<file path="src/rtl/div_if.sv">
// div_if: bundles the control-unit <-> divider signals.
//   master (control unit): drives initDiv, A, B; receives HI, LO, busy, divDone, divZero
//   slave  (divider):      receives initDiv, A, B; drives HI, LO, busy, divDone, divZero
interface div_if #(parameter int WIDTH = 32);
  logic             initDiv;
  logic [WIDTH-1:0] A, B, HI, LO;
  logic             busy, divDone, divZero;
  modport master(output initDiv, A, B, input HI, LO, busy, divDone, divZero);
  modport slave(input initDiv, A, B, output HI, LO, busy, divDone, divZero);
endinterface

</file>
<file path="src/rtl/div_unit.sv">
// div_unit: multicycle signed restoring divider, remainder on HI, quotient on LO.
//   clk   : rising-edge clock
//   reset : asynchronous active-low reset
//   bus   : div_if slave (initDiv/A/B in; HI/LO/busy/divDone/divZero out)
module div_unit #(parameter int WIDTH = 32) (
  input logic  clk,
  input logic  reset,
  div_if.slave bus
);
  localparam int CW = $clog2(WIDTH);
  typedef enum logic [1:0] {IDLE, RUN, FIX, DONE} state_t;
  state_t           state_q, state_d;
  logic [WIDTH:0]   r_q, r_d, r_sh;
  logic [WIDTH-1:0] q_q, q_d, a_q, a_d, b_q, b_d, hi_q, hi_d, lo_q, lo_d;
  logic [CW-1:0]    cnt_q, cnt_d;
  logic             sa_q, sa_d, sb_q, sb_d, zero_q, zero_d, start, ge;
  always_comb begin
    start   = state_q == IDLE && bus.initDiv;
    // a_q holds the dividend magnitude and shifts out MSB-first into the remainder
    r_sh    = (r_q << 1) | {{WIDTH{1'b0}}, a_q[WIDTH-1]};
    ge      = r_sh >= {1'b0, b_q};
    state_d = state_q;
    r_d     = r_q;
    q_d     = q_q;
    a_d     = a_q;
    b_d     = b_q;
    sa_d    = sa_q;
    sb_d    = sb_q;
    cnt_d   = cnt_q;
    hi_d    = hi_q;
    lo_d    = lo_q;
    zero_d  = start && bus.B == '0;
    case (state_q)
      IDLE: if (start && bus.B != '0) begin
        sa_d    = bus.A[WIDTH-1];
        sb_d    = bus.B[WIDTH-1];
        a_d     = bus.A[WIDTH-1] ? -bus.A : bus.A;
        b_d     = bus.B[WIDTH-1] ? -bus.B : bus.B;
        r_d     = '0;
        q_d     = '0;
        cnt_d   = '0;
        state_d = RUN;
      end
      RUN: begin
        r_d     = ge ? r_sh - {1'b0, b_q} : r_sh;
        q_d     = {q_q[WIDTH-2:0], ge};
        a_d     = a_q << 1;
        cnt_d   = cnt_q + CW'(1);
        state_d = cnt_q == CW'(WIDTH - 1) ? FIX : RUN;
      end
      FIX: begin
        lo_d    = (sa_q ^ sb_q) ? -q_q : q_q;
        hi_d    = sa_q ? -r_q[WIDTH-1:0] : r_q[WIDTH-1:0];
        state_d = DONE;
      end
      default: state_d = IDLE;
    endcase
  end
  always_ff @(posedge clk or negedge reset) begin
    if (!reset) begin
      state_q <= IDLE;
      r_q     <= '0;
      q_q     <= '0;
      a_q     <= '0;
      b_q     <= '0;
      sa_q    <= 1'b0;
      sb_q    <= 1'b0;
      cnt_q   <= '0;
      hi_q    <= '0;
      lo_q    <= '0;
      zero_q  <= 1'b0;
    end else begin
      state_q <= state_d;
      r_q     <= r_d;
      q_q     <= q_d;
      a_q     <= a_d;
      b_q     <= b_d;
      sa_q    <= sa_d;
      sb_q    <= sb_d;
      cnt_q   <= cnt_d;
      hi_q    <= hi_d;
      lo_q    <= lo_d;
      zero_q  <= zero_d;
    end
  end
  assign bus.HI      = hi_q;
  assign bus.LO      = lo_q;
  assign bus.busy    = state_q != IDLE;
  assign bus.divDone = state_q == DONE;
  assign bus.divZero = zero_q;
endmodule

</file>
<file path="src/flat_wrapper.sv">
// flat-port wrapper written by rule: the top's interface ports become plain ports
module div_unit_flat 
#(parameter int WIDTH = 32)
  (clk, reset, bus_initDiv, bus_A, bus_B, bus_HI, bus_LO, bus_busy, bus_divDone, bus_divZero);
  div_if #(.WIDTH(WIDTH)) bus_i ();
  input logic clk;
  input logic reset;
  input wire logic [$bits(bus_i.initDiv)-1:0] bus_initDiv;
  input wire logic [$bits(bus_i.A)-1:0] bus_A;
  input wire logic [$bits(bus_i.B)-1:0] bus_B;
  output wire logic [$bits(bus_i.HI)-1:0] bus_HI;
  output wire logic [$bits(bus_i.LO)-1:0] bus_LO;
  output wire logic [$bits(bus_i.busy)-1:0] bus_busy;
  output wire logic [$bits(bus_i.divDone)-1:0] bus_divDone;
  output wire logic [$bits(bus_i.divZero)-1:0] bus_divZero;
  assign bus_i.initDiv = bus_initDiv;
  assign bus_i.A = bus_A;
  assign bus_i.B = bus_B;
  assign bus_HI = bus_i.HI;
  assign bus_LO = bus_i.LO;
  assign bus_busy = bus_i.busy;
  assign bus_divDone = bus_i.divDone;
  assign bus_divZero = bus_i.divZero;
  div_unit #(.WIDTH(WIDTH)) u_core (.clk(clk), .reset(reset), .bus(bus_i));
endmodule
</file>
<file path="config.mk">
export PLATFORM = sky130hd
export DESIGN_NAME = div_unit_flat
export DESIGN_NICKNAME = d
export VERILOG_FILES = /design/src/rtl/div_if.sv /design/src/rtl/div_unit.sv /design/src/flat_wrapper.sv
export SDC_FILE = /design/constraint.sdc
export NUM_CORES = 1
export LEC_CHECK = 0
export CORE_ASPECT_RATIO = 0.7
export CORE_MARGIN = 2
export CORE_UTILIZATION = 34
export CTS_CLUSTER_DIAMETER = 100
export DETAILED_ROUTE_END_ITERATION = 6
export PLACE_DENSITY = 0.53
export SETUP_SLACK_MARGIN = 0.2
export SYNTH_ARGS = -nofsm -noshare
export SYNTH_HDL_FRONTEND = slang
export SYNTH_SLANG_ARGS = --single-unit
</file>
<file path="constraint.sdc">
create_clock -name clk -period 8.7 [get_ports clk]
set_clock_uncertainty 0.2 [all_clocks]
set_input_delay 1.305 -clock clk [delete_from_list [all_inputs] [get_ports clk]]
set_output_delay 1.305 -clock clk [all_outputs]
set_load 0.02 [all_outputs]
</file>
==> qor_table.md, run 1 <==
| Step | Result | Value |
|:---|:---|:---|
| outcome | Run status | finished clean |
| power and ir drop | Static leakage | 6.25 nW |
| setup path | Slowest library cell on the worst path | sky130_fd_sc_hd__or2_2 |
| layout | Total inserted antenna cells | 0 |
| layout | Final-stage net count | 1620 |
| grt | Global-route wire length before repair | 55.4 mm |
| grt | Initial antenna violation count | 0 |
| setup path | Worst path max stage delay | 0.79 ns |
| power and ir drop | Internal Pwr Total | 3.18 mW |
| setup path | Required time of the worst setup path | 8.87 ns |
| logic synthesis | Syn avg cell area | 8.64 um^2 |
| power and ir drop | Relative contribution of the clock network to total power | 16.5% |
| grt | Largest net degree at the start of global routing | 130 |
| routing | Vias/cell | 5.21 |
| sta | Number of setup violations in the final report | 0 |
| setup path | Critical path peak fanout | 43 |
| routing | DRC violation count after routing | 0 |
| power and ir drop | Worst VDD drop | 167 uV |
| logic synthesis | Top FF cell, synth | sky130_fd_sc_hd__dfrtp_1 |
| logic synthesis | Synthesized netlist net count | 1526 |
| setup path | Cells along the critical path | clkdlybuf4s50_1 > or4_1 > nor4_1 > nand4bb_1 > nor4_2 > or2_2 > buf_4 > o21ai_0 |
| logic synthesis | Top cell type by total area after synthesis | sky130_fd_sc_hd__dfrtp_1 |
| setup path | CP arrival | 5.03 ns |
| floorplanning | Width of the chip | 231 um |
| grt | Residual overflow from global routing | 0 |
| logic synthesis | Synthesis warning total | 0 |
| clocking | Post-CTS Setup Inserts | 0 |
| sta | Setup repair after global routing missed its margin | false |
| min path | Type of the most critical hold path | reg2reg |
| logic synthesis | Post-synth cell types | 69 |
| clocking | Number of buffers inserted during clock tree synthesis | 23 |
| layout | Count of non-filler cells in the finished layout | 2011 |
| logic synthesis | Instance count of the mapped netlist | 1420 |
| layout | Footprint of the multi-input gates | 0.00675 mm^2 |
| logic synthesis | Number of enable-type register cells in the synthesized netlist | 0 |
| place | HPWL Detailed | 24.9 mm |
| sta | Final min period | 4.86 ns |
| logic synthesis | Yosys top cell area share | 41.2% |
| sta | Total Neg Setup Slack | 0 ns |
| power and ir drop | Combinational power share | 55.1% |
| clocking | Root Buffer | sky130_fd_sc_hd__clkbuf_16 |
| floorplanning | Area of the die | 0.0377 mm^2 |
| power and ir drop | Switching share of total power | 46.0% |
| sta | Final hold vios | 0 |
| grt | Vias in the first global route | 9677 |
| clocking | Post_cts resized | 0 |
| place | Buffers on Ports | 133 |
| sta | Headroom to the max-slew limit | 23.4% |
| setup path | Type of element launching the critical path | primary input |
| layout | Commonest non-fill, non-tap cells in the layout | sky130_fd_sc_hd__nand2_1, sky130_fd_sc_hd__o21ai_0, sky130_fd_sc_hd__dfrtp_1 |
| logic synthesis | Async set-or-reset flop fraction in the synthesized netlist | 100% |
| layout | Area overhead of the layout relative to synthesis | 20.4% |
| floorplanning | Initial core utilization | 34.4% |
| routing | Via total after detailed routing | 10.5k |
| layout | Leading cell type in the layout, fill and taps excluded | sky130_fd_sc_hd__nand2_1 |
| routing | Detailed Route Iter0 Violations | 805 |
| clocking | Clk_lat worst skew | 0.51 ns |
| place | Post-place instance area | 0.0140 mm^2 |
| logic synthesis | Flops & latches, synth | 202 |
| place | RePlAce Congestion | 0.913 |
| floorplanning | Ports | 134 |
| logic synthesis | Largest cells by area after synthesis | sky130_fd_sc_hd__dfrtp_1, sky130_fd_sc_hd__o21ai_0, sky130_fd_sc_hd__nand2_1, sky130_fd_sc_hd__xor2_1, sky130_fd_sc_hd__xnor2_1 |
| floorplanning | Site Rows | 58 |
| setup path | Type of the setup path with the least slack | in2reg |
| routing | Detailed-route wire length per cell | 16.9 um |
| grt | GR Util All Layers | 18.3% |
| sta | Fmax | 0.206 GHz |
| run | Max-capacitance violation count | 0 |
| routing | Remaining antenna violation count after routing | 0 |
| power and ir drop | Sequential Power Share | 28.4% |
| logic synthesis | Part of the Yosys area used for sequential elements | 41.2% |
| setup path | Kind of end point of the critical path | flip-flop |
| logic synthesis | Mapped cell area | 0.0123 mm^2 |
| clocking | Number of buffers on the longest clock path | 3 |
| routing | Detailed-router iteration count before antenna repair | 6 |
| floorplanning | Area of the core | 0.0357 mm^2 |
| sta | Transition time at the pin with the least slew margin | 1.15 ns |
| clocking | Deepest level of the CTS H-tree | 1 |
| sta | Final period utilization | 55.8% |
| floorplanning | Die Y-Extent | 163 um |
| clocking | Post-CTS Hold Fix Bufs | 0 |
| layout | Share of layout cells above drive strength 1 | 4.77% |
| clocking | Register clock-pin slew on the reported worst setup and hold paths | 0.06 ns |
| layout | Final instance area | 0.0148 mm^2 |
| power and ir drop | Net load switching power | 2.71 mW |
| sta | Setup slack after layout | 3.84 ns |
| place | Placed instance count | 1969 |
| clocking | Clock Sink Count | 202 |
| sta | Max-slew violation count | 0 |
| power and ir drop | Power Dens Cells | 399 mW/mm^2 |
| routing | Routed wire length | 34.1 mm |
| clocking | CTS tree | built |
| place | Setup WS pre-CTS | 3.24 ns |
| layout | # fillers | 3609 |
| layout | Area used by sequential logic in the layout | 0.00505 mm^2 |
-- final timing paths --
kind                          startpoint                 to  slack [ns]  cells after the start
min in group asynchronous          reset  u_core.bus.HI[20]        0.59                      1
setup reg to reg           u_core.r_q[0]     u_core.r_q[28]        4.05                      9
hold reg to reg            u_core.a_q[8]      u_core.a_q[8]        0.27                      2
setup / recovery                bus_B[8]     u_core.b_q[26]        3.84                      8
hold / removal             u_core.a_q[8]      u_core.a_q[8]        0.27                      2
max in group asynchronous          reset     u_core.a_q[24]        6.33                      2
-- synth_stat cells (6+ instances only) --
cell / number
sky130_fd_sc_hd__a211oi_1: 10
sky130_fd_sc_hd__a21o_1: 12
sky130_fd_sc_hd__a21oi_1: 55
sky130_fd_sc_hd__a221o_1: 19
sky130_fd_sc_hd__a22oi_1: 14
sky130_fd_sc_hd__a31oi_1: 17
sky130_fd_sc_hd__a32oi_1: 7
sky130_fd_sc_hd__a41oi_1: 6
sky130_fd_sc_hd__and2_1: 8
sky130_fd_sc_hd__buf_2: 11
sky130_fd_sc_hd__clkbuf_1: 62
sky130_fd_sc_hd__dfrtp_1: 202
sky130_fd_sc_hd__ha_1: 38
sky130_fd_sc_hd__inv_1: 49
sky130_fd_sc_hd__mux2i_1: 16
sky130_fd_sc_hd__nand2_1: 248
sky130_fd_sc_hd__nand2b_1: 10
sky130_fd_sc_hd__nand3_1: 22
sky130_fd_sc_hd__nand4_1: 9
sky130_fd_sc_hd__nor2_1: 69
sky130_fd_sc_hd__nor2b_1: 9
sky130_fd_sc_hd__nor3_1: 16
sky130_fd_sc_hd__nor4_1: 16
sky130_fd_sc_hd__o21a_1: 8
sky130_fd_sc_hd__o21ai_0: 207
sky130_fd_sc_hd__o31ai_1: 35
sky130_fd_sc_hd__o41ai_1: 14
sky130_fd_sc_hd__or3_1: 15
sky130_fd_sc_hd__or4_1: 12
sky130_fd_sc_hd__xnor2_1: 56
sky130_fd_sc_hd__xor2_1: 84
-- worst max-delay path, delay by kind of cell --
kind / cells / cell delay (ns)
compound gates: 1 / 0.15
simple gates: 5 / 2.61
buf+inv: 2 / 0.94
-- routing by layer --
metal / share of wire, % / up-vias / global-route usage (%)
li1: - / 5244 / -
met1: 56 / 4944 / 30.7
met2: 37 / 252 / 23.8
met3: 5.5 / 35 / 3.22
met4: 1.4 / 0 / 2.76
met5: 0 / - / 0
-- state kept, by name, summed over array words and instances (netlist names) --
name / flops
u_core.bus.LO: 32
u_core.bus.divZero: 1
u_core.cnt_q: 5
u_core.sb_q: 1
u_core.r_q: 32
u_core.sa_q: 1
u_core.b_q: 32
u_core.state_q: 2
u_core.a_q: 32
u_core.q_q: 32
u_core.bus.HI: 32
-- layout make-up --
| cell class | count | area share [%] |
|---|---|---|
| clock buffer | 35 | 4.67 |
| multi-input combinational | 1092 | 45.7 |
| clock inverter | 7 | 0.432 |
| tap | 480 | 4.06 |
| inverter | 49 | 1.24 |
| sequential | 202 | 34.2 |
| timing repair buffer | 146 | 9.70 |
-- power by group through the flow --
stage | clock [mW] | sequential [mW] | combinational, mW
5_1_grt | 1.04 | 1.73 | 3.67
6_report | 0.972 | 1.67 | 3.25
3_3_place_gp | 0 | 1.67 | 3.20
2_1_floorplan | 0 | 1.54 | 2.46
3_5_place_dp | 0 | 1.68 | 3.24
4_1_cts | 1.01 | 1.66 | 3.25
-- cells by family after synthesis --
logic type / after synthesis / share of synthesized area (%)
XOR/XNOR: 140 / 9.99
buffers and inverters: 126 / 4.00
AND/OR/NAND/NOR: 467 / 17.7
adder cells (fa/ha/maj): 39 / 4.04
flip-flops: 202 / 41.2
AO/OA/AOI/OAI: 430 / 21.8
multiplexers: 16 / 1.31
-- metrics by stage --
stage          util, %  hold slack, ns  power [mW]
6_report          41.4           0.268        5.90
5_1_grt           41.4           0.307        6.44
4_1_cts           41.4           0.271        5.92
3_5_place_dp      39.3           0.256        4.91
3_3_place_gp      39.3           0.251        4.87
2_1_floorplan        -           0.239        4.00
Note: power is estimated with default switching activity, not from simulation.
==> inputs of run 2 (changes only) <==
clock period = 4.8 ns   (was 8.7 ns; I/O delays follow)
==> run 2 against run 1 <==
  * Combinational power is 89% higher
  * Count of clock-buffer cells in the layout is 1 lower
  * Via count about the same
  * Critical path depth up 1
  * Clock power grew 100%
  * Hold slack lost 0.22 ns
  * Non-clock buffer count grew 15
  * Sequential power is 77% higher
  * Largest power group unchanged
==> qor_table.md, run 2 (same netlist as run 1, synthesis figures left out) <==
| Step | Result | Value | Delta |
|:---|:---|:---|:---|
| clocking | Post-CTS Hold Fix Bufs | 0 | unchanged |
| sta | Total Neg Setup Slack | 0 ns | unchanged |
| floorplanning | Width of the chip | 231 um | unchanged |
| setup path | Required time of the worst setup path | 5.06 ns | -3.81 ns |
| setup path | Critical path peak fanout | 41 | -4.7% |
| clocking | Deepest level of the CTS H-tree | 1 | unchanged |
| floorplanning | Initial core utilization | 34.4% | unchanged |
| setup path | Kind of end point of the critical path | flip-flop |  |
| layout | Area used by sequential logic in the layout | 0.00505 mm^2 | unchanged |
| layout | Area overhead of the layout relative to synthesis | 22.3% |  |
| layout | Leading cell type in the layout, fill and taps excluded | sky130_fd_sc_hd__nand2_1 |  |
| run | Max-capacitance violation count | 0 | unchanged |
| clocking | Post_cts resized | 0 | unchanged |
| power and ir drop | Worst VDD drop | 309 uV | +85% |
| setup path | Number of buffer and inverter instances along the worst setup path | 2 | unchanged |
| grt | Global-route wire length before repair | 56.0 mm | +1.2% |
| sta | Final min period | 3.78 ns |  |
| routing | DRC violation count after routing | 0 | unchanged |
| setup path | Slowest library cell on the worst path | sky130_fd_sc_hd__or4_1 |  |
| place | Post-place instance area | 0.0142 mm^2 | +0.98% |
| clocking | Clk_lat worst skew | 0.54 ns | +0.03 ns |
| floorplanning | Area of the die | 0.0377 mm^2 | unchanged |
| sta | Transition time at the pin with the least slew margin | 1.24 ns | +0.0954 ns |
| setup path | Cells along the critical path | clkdlybuf4s50_1 > or4_1 > nor4_1 > nand4bb_1 > nor4_2 > or2_2 > buf_4 > a21oi_1 > a31oi_1 |  |
| routing | Detailed Route Iter0 Violations | 834 | +3.6% |
| floorplanning | Ports | 134 | unchanged |
| grt | Residual overflow from global routing | 0 | unchanged |
| sta | Setup repair after global routing missed its margin | false |  |
| sta | Final period utilization | 78.8% |  |
| clocking | Register clock-pin slew on the reported worst setup and hold paths | 0.06 ns | about the same |
| routing | Routed wire length | 34.7 mm | +1.7% |
| layout | Final-stage net count | 1636 | +0.99% |
| floorplanning | Site Rows | 58 | unchanged |
| clocking | Clock Sink Count | 202 | unchanged |
| setup path | Family with the most delay on the worst path | simple AND/OR/NAND/NOR gates |  |
| routing | Detailed-route wire length per cell | 17.1 um | +1.0% |
| sta | Fmax | 0.264 GHz |  |
| setup path | Worst path max stage delay | 0.57 ns | -0.22 ns |
| sta | Worst hold slack across all endpoints | 0.0511 ns | -0.217 ns |
| place | Placed instance count | 1984 | +0.76% |
| layout | Commonest non-fill, non-tap cells in the layout | sky130_fd_sc_hd__nand2_1, sky130_fd_sc_hd__o21ai_0, sky130_fd_sc_hd__dfrtp_1 |  |
| layout | Utilization after layout | 42.0% | +0.66 points |
| setup path | Type of element launching the critical path | primary input |  |
| grt | Largest net degree at the start of global routing | 113 | -13% |
| grt | Vias in the first global route | 9773 | +0.99% |
| layout | Footprint of the multi-input gates | 0.00675 mm^2 | unchanged |
| place | RePlAce Congestion | 0.906 | -0.71% |
| power and ir drop | Power Dens Cells | 738 mW/mm^2 | +85% |
| clocking | Number of buffers on the longest clock path | 3 | unchanged |
| grt | Initial antenna violation count | 0 | unchanged |
| sta | Headroom to the max-slew limit | 16.8% | -6.6 points |
| clocking | Post-CTS Setup Inserts | 0 | unchanged |
| floorplanning | Die Y-Extent | 163 um | unchanged |
| layout | Share of layout cells above drive strength 1 | 5.70% | +0.93 points |
| layout | # fillers | 3590 | -0.53% |
| routing | Detailed-router iteration count before antenna repair | 5 | -1 |
| grt | GR Util All Layers | 18.5% | +0.25 points |
| sta | Max-slew violation count | 0 | unchanged |
| routing | Vias/cell | 5.18 | -0.59% |
| floorplanning | Area of the core | 0.0357 mm^2 | unchanged |
| setup path | Type of the setup path with the least slack | in2reg |  |
| clocking | CTS tree | built |  |
| routing | Remaining antenna violation count after routing | 0 | unchanged |
| power and ir drop | Static leakage | 6.36 nW | +1.9% |
| outcome | Run status | finished clean |  |
| layout | Count of non-filler cells in the finished layout | 2024 | +0.65% |
| layout | Final instance area | 0.0150 mm^2 | +1.6% |
| clocking | Number of buffers inserted during clock tree synthesis | 24 | +4.3% |
| sta | Number of setup violations in the final report | 0 | unchanged |
| layout | Total inserted antenna cells | 0 | unchanged |
| sta | Final hold vios | 0 | unchanged |
| setup path | CP arrival | 4.04 ns | -0.99 ns |
| place | Buffers on Ports | 133 | unchanged |
| place | HPWL Detailed | 25.5 mm | +2.4% |
| routing | Via total after detailed routing | 10.5k | +0.048% |
| clocking | Root Buffer | sky130_fd_sc_hd__clkbuf_16 |  |
| min path | Type of the most critical hold path | in2async |  |
-- run 2: cell types whose count changed in the layout (fill, tap and decap cells not counted) --
cell                         previous run  this run
sky130_fd_sc_hd__bufinv_16              1         4
sky130_fd_sc_hd__buf_4                 13        26
sky130_fd_sc_hd__buf_12                 0         2
sky130_fd_sc_hd__clkinv_8               0         1
sky130_fd_sc_hd__clkinv_2               5         0
sky130_fd_sc_hd__inv_6                  1         0
sky130_fd_sc_hd__clkbuf_16             23        24
sky130_fd_sc_hd__clkinvlp_4             0         1
sky130_fd_sc_hd__clkbuf_1               5         3
-- run 2: final timing paths --
| check | from | slack (ns) | cells after the start | endpoint |
|---|---|---|---|---|
| max | bus_B[6] | 1.02 | 9 | u_core.r_q[18] |
| min | reset | 0.05 | 1 | u_core.bus.HI[10] |
| max reg2reg | u_core.r_q[0] | 1.04 | 12 | u_core.r_q[28] |
| min reg2reg | u_core.bus.LO[9] | 0.27 | 2 | u_core.bus.LO[9] |
| max in group asynchronous | reset | 3.27 | 2 | u_core.bus.LO[24] |
| min in group clk | u_core.bus.LO[9] | 0.27 | 2 | u_core.bus.LO[9] |
-- run 2: area by class of cell --
class	instances	share of cell area, %
multi-input cells	1092	45.0
flip-flops and latches	202	33.7
repair buffers	161	10.5
clock buffers	34	4.72
well taps	480	4.00
inverters	49	1.23
clock inverters	6	0.958
-- run 2: power breakdown --
part	switching, mW	internal, mW	leakage [nW]	total [mW]
logic	3.62	2.52	3.60	6.14
clock network	0.738	1.23	0.413	1.97
registers	0.646	2.32	2.35	2.96
total	5.01	6.07	6.36	11.1
-- run 2: layer usage --
metal  wire length (um)  global-route usage (%)  share of wire (%)
met3               2000                    3.12                5.8
met4                454                    2.73                1.3
met2              12800                    23.9                 37
met1              19400                    31.4                 56
met5                  0                       0                  0
-- run 2: metrics by stage --
stage	worst slack [ns]	power, mW
6_report	1.02	11.1
5_1_grt	0.808	12.0
4_1_cts	1.06	11.1
3_5_place_dp	0.516	9.08
3_3_place_gp	0.617	9.00
2_1_floorplan	1.47	7.25
==> inputs of run 3 (changes only) <==
clock period = 3.7 ns   (was 4.8 ns; I/O delays follow)
==> run 3 against run 2 <==
  * Routed wire length is 1.1% lower
  * First-iteration DRC count fell by 3.6%
  * Core utilization is 1.2 points higher
  * Register-to-register slack got worse by 0.62 ns
  * Critical path depth grew 1
  * Cell count rose by 2.8%
  * Design area grew 2.8%
  * Flip-flop and latch count is the same
  * Clock power rose by 10%
  * Worst setup slack worse by 0.60 ns
  * Combinational power is 39% higher
  * Largest power group unchanged
==> qor_table.md, run 3 (same netlist as run 1, synthesis figures left out) <==
| Step | Result | Value | Delta |
|:---|:---|:---|:---|
| sta | Final hold vios | 0 | unchanged |
| routing | Vias/cell | 5.12 | -1.2% |
| routing | Detailed Route Iter0 Violations | 804 | -3.6% |
| power and ir drop | Switching share of total power | 45.1% | about the same |
| outcome | Run status | finished clean |  |
| place | HPWL Detailed | 25.5 mm | +0.24% |
| sta | Total Neg Setup Slack | 0 ns | unchanged |
| setup path | Type of element launching the critical path | flip-flop |  |
| sta | Final period utilization | 88.7% |  |
| sta | Max-slew violation count | 0 | unchanged |
| clocking | Root Buffer | sky130_fd_sc_hd__clkbuf_16 |  |
| sta | Setup slack after layout | 0.420 ns | -0.599 ns |
| setup path | Required time of the worst setup path | 3.94 ns | -1.12 ns |
| floorplanning | Initial core utilization | 34.4% | unchanged |
| sta | Number of setup violations in the final report | 0 | unchanged |
| place | Setup WS pre-CTS | -0.00690 ns | -0.523 ns |
| routing | DRC violation count after routing | 0 | unchanged |
| floorplanning | Site Rows | 58 | unchanged |
| setup path | CP arrival | 3.53 ns | -0.51 ns |
| power and ir drop | Relative contribution of the clock network to total power | 15.1% | -2.7 points |
| min path | Type of the most critical hold path | reg2reg |  |
| sta | Transition time at the pin with the least slew margin | 1.15 ns | -0.0934 ns |
| grt | Largest net degree at the start of global routing | 82 | -27% |
| layout | Footprint of the multi-input gates | 0.00675 mm^2 | unchanged |
| layout | Area overhead of the layout relative to synthesis | 25.7% |  |
| sta | Headroom to the max-slew limit | 23.0% | +6.2 points |
| setup path | Critical path peak fanout | 8 | -80% |
| layout | # fillers | 3618 | +0.78% |
| power and ir drop | Worst VDD drop | 343 uV | +11% |
| routing | Remaining antenna violation count after routing | 0 | unchanged |
| clocking | Deepest level of the CTS H-tree | 1 | unchanged |
| layout | Final-stage net count | 1691 | +3.4% |
| layout | Commonest non-fill, non-tap cells in the layout | sky130_fd_sc_hd__nand2_1, sky130_fd_sc_hd__o21ai_0, sky130_fd_sc_hd__dfrtp_1 |  |
| floorplanning | Width of the chip | 231 um | unchanged |
| sta | Fmax | 0.305 GHz |  |
| run | Max-capacitance violation count | 0 | unchanged |
| layout | Total inserted antenna cells | 0 | unchanged |
| layout | Share of layout cells above drive strength 1 | 8.99% | +3.3 points |
| clocking | Register clock-pin slew on the reported worst setup and hold paths | 0.06 ns | about the same |
| clocking | Number of buffers on the longest clock path | 3 | unchanged |
| setup path | Type of the setup path with the least slack | reg2reg |  |
| power and ir drop | Net load switching power | 6.50 mW | +30% |
| clocking | CTS tree | built |  |
| grt | GR Util All Layers | 18.3% | -0.18 points |
| routing | Routed wire length | 34.3 mm | -1.1% |
| power and ir drop | Internal Pwr Total | 7.90 mW | +30% |
| sta | Final min period | 3.28 ns |  |
| grt | Initial antenna violation count | 0 | unchanged |
| setup path | Kind of end point of the critical path | flip-flop |  |
| layout | Area used by sequential logic in the layout | 0.00505 mm^2 | unchanged |
| routing | Detailed-router iteration count before antenna repair | 5 | unchanged |
| layout | Leading cell type in the layout, fill and taps excluded | sky130_fd_sc_hd__nand2_1 |  |
| sta | Setup repair after global routing missed its margin | false |  |
| power and ir drop | Sequential Power Share | 25.5% | -1.2 points |
| clocking | Clk_lat worst skew | 0.52 ns | -0.02 ns |
| floorplanning | Die Y-Extent | 163 um | unchanged |
| grt | Residual overflow from global routing | 0 | unchanged |
| power and ir drop | Combinational power share | 59.5% | +4.0 points |
| clocking | Post_cts resized | 0 | unchanged |
| clocking | Number of buffers inserted during clock tree synthesis | 23 | -4.2% |
| routing | Detailed-route wire length per cell | 16.5 um | -3.8% |
| floorplanning | Area of the die | 0.0377 mm^2 | unchanged |
| power and ir drop | Static leakage | 6.61 nW | +3.9% |
| routing | Via total after detailed routing | 10.6k | +1.6% |
| place | RePlAce Congestion | 0.914 | +0.90% |
| power and ir drop | Power Dens Cells | 933 mW/mm^2 | +26% |
| grt | Global-route wire length before repair | 55.8 mm | -0.42% |
| floorplanning | Area of the core | 0.0357 mm^2 | unchanged |
| place | Buffers on Ports | 133 | unchanged |
| clocking | Clock Sink Count | 202 | unchanged |
| grt | Vias in the first global route | 10.0k | +2.6% |
| floorplanning | Ports | 134 | unchanged |
run 3: cell count changes in the layout (fill, tap and decap cells not counted), moves of 2 or more:
cell                         change
sky130_fd_sc_hd__buf_12         +10
sky130_fd_sc_hd__buf_4          +45
sky130_fd_sc_hd__bufinv_16       -4
sky130_fd_sc_hd__clkinv_2        +5
sky130_fd_sc_hd__clkbuf_8        -2
sky130_fd_sc_hd__clkinvlp_4      +2
run 3: per-stage QoR:
step / hold WS, ns / util (%) / cells / cell area, um^2 / total power [mW]
after detailed placement: 0.268 / 41.2 / 2039 / 14700 / 12.2
final: 0.276 / 43.2 / 2081 / 15400 / 14.4
after global routing: 0.297 / 43.2 / 2081 / 15400 / 15.7
after global placement: 0.259 / 41.2 / 2039 / 14700 / 12.1
after floorplan: 0.0594 / - / 1420 / 12300 / 9.40
after CTS: 0.283 / 43.2 / 2081 / 15400 / 14.4
run 3: cell type report:
type / instances / share of cell area, %
repair buffers: 217 / 13.7
clock inverters: 10 / 0.422
clock buffers: 31 / 4.25
multi-input cells: 1092 / 43.8
flip-flops and latches: 202 / 32.8
well taps: 480 / 3.89
inverters: 49 / 1.19
run 3: worst max-delay path: stages, from the launching register on:
cell and delay (ns):
sky130_fd_sc_hd__dfrtp_1 0.47, sky130_fd_sc_hd__ha_1 0.43, sky130_fd_sc_hd__nand4_1 0.20, sky130_fd_sc_hd__nor2_1 0.37, sky130_fd_sc_hd__and4_1 0.33, sky130_fd_sc_hd__and3_1 0.17, sky130_fd_sc_hd__a211oi_1 0.07, sky130_fd_sc_hd__and2_1 0.19
sky130_fd_sc_hd__buf_12 0.16, sky130_fd_sc_hd__or3_1 0.43, sky130_fd_sc_hd__a31oi_1 0.18
run 3: power groups by stage:
stage	Combinational [mW]	Clock [mW]	Sequential, mW
final	8.56	2.17	3.67
after global routing	9.58	2.35	3.77
after CTS	8.54	2.25	3.65
after detailed placement	8.50	0	3.69
after global placement	8.44	0	3.67
after floorplan	5.78	0	3.62
run 3: worst paths after layout:
check	cells past startpoint	from	slack (ns)	to
worst max register to register	10	u_core.r_q[20]	0.42	u_core.r_q[16]
worst min register to register	2	u_core.bus.HI[22]	0.28	u_core.bus.HI[22]
min in group asynchronous	2	reset	0.41	u_core.bus.HI[11]
max in group asynchronous	3	reset	2.03	u_core.bus.LO[24]
worst min-delay path	2	u_core.bus.HI[22]	0.28	u_core.bus.HI[22]
worst max-delay path	10	u_core.r_q[20]	0.42	u_core.r_q[16]
run 3: repair_timing:
item                                   4_1_cts  5_1_grt
setup buffers                                0        0
endpoints found under the hold margin       77        0
hold buffers                                 1        0
run 3: routing by layer:
metal	vias up	routed length [um]	global-route usage, %
met5	-	0	0
met4	0	393	2.64
met3	35	2080	3.19
met2	238	12700	23.9
met1	4973	19100	30.9
li1	5403	-	-
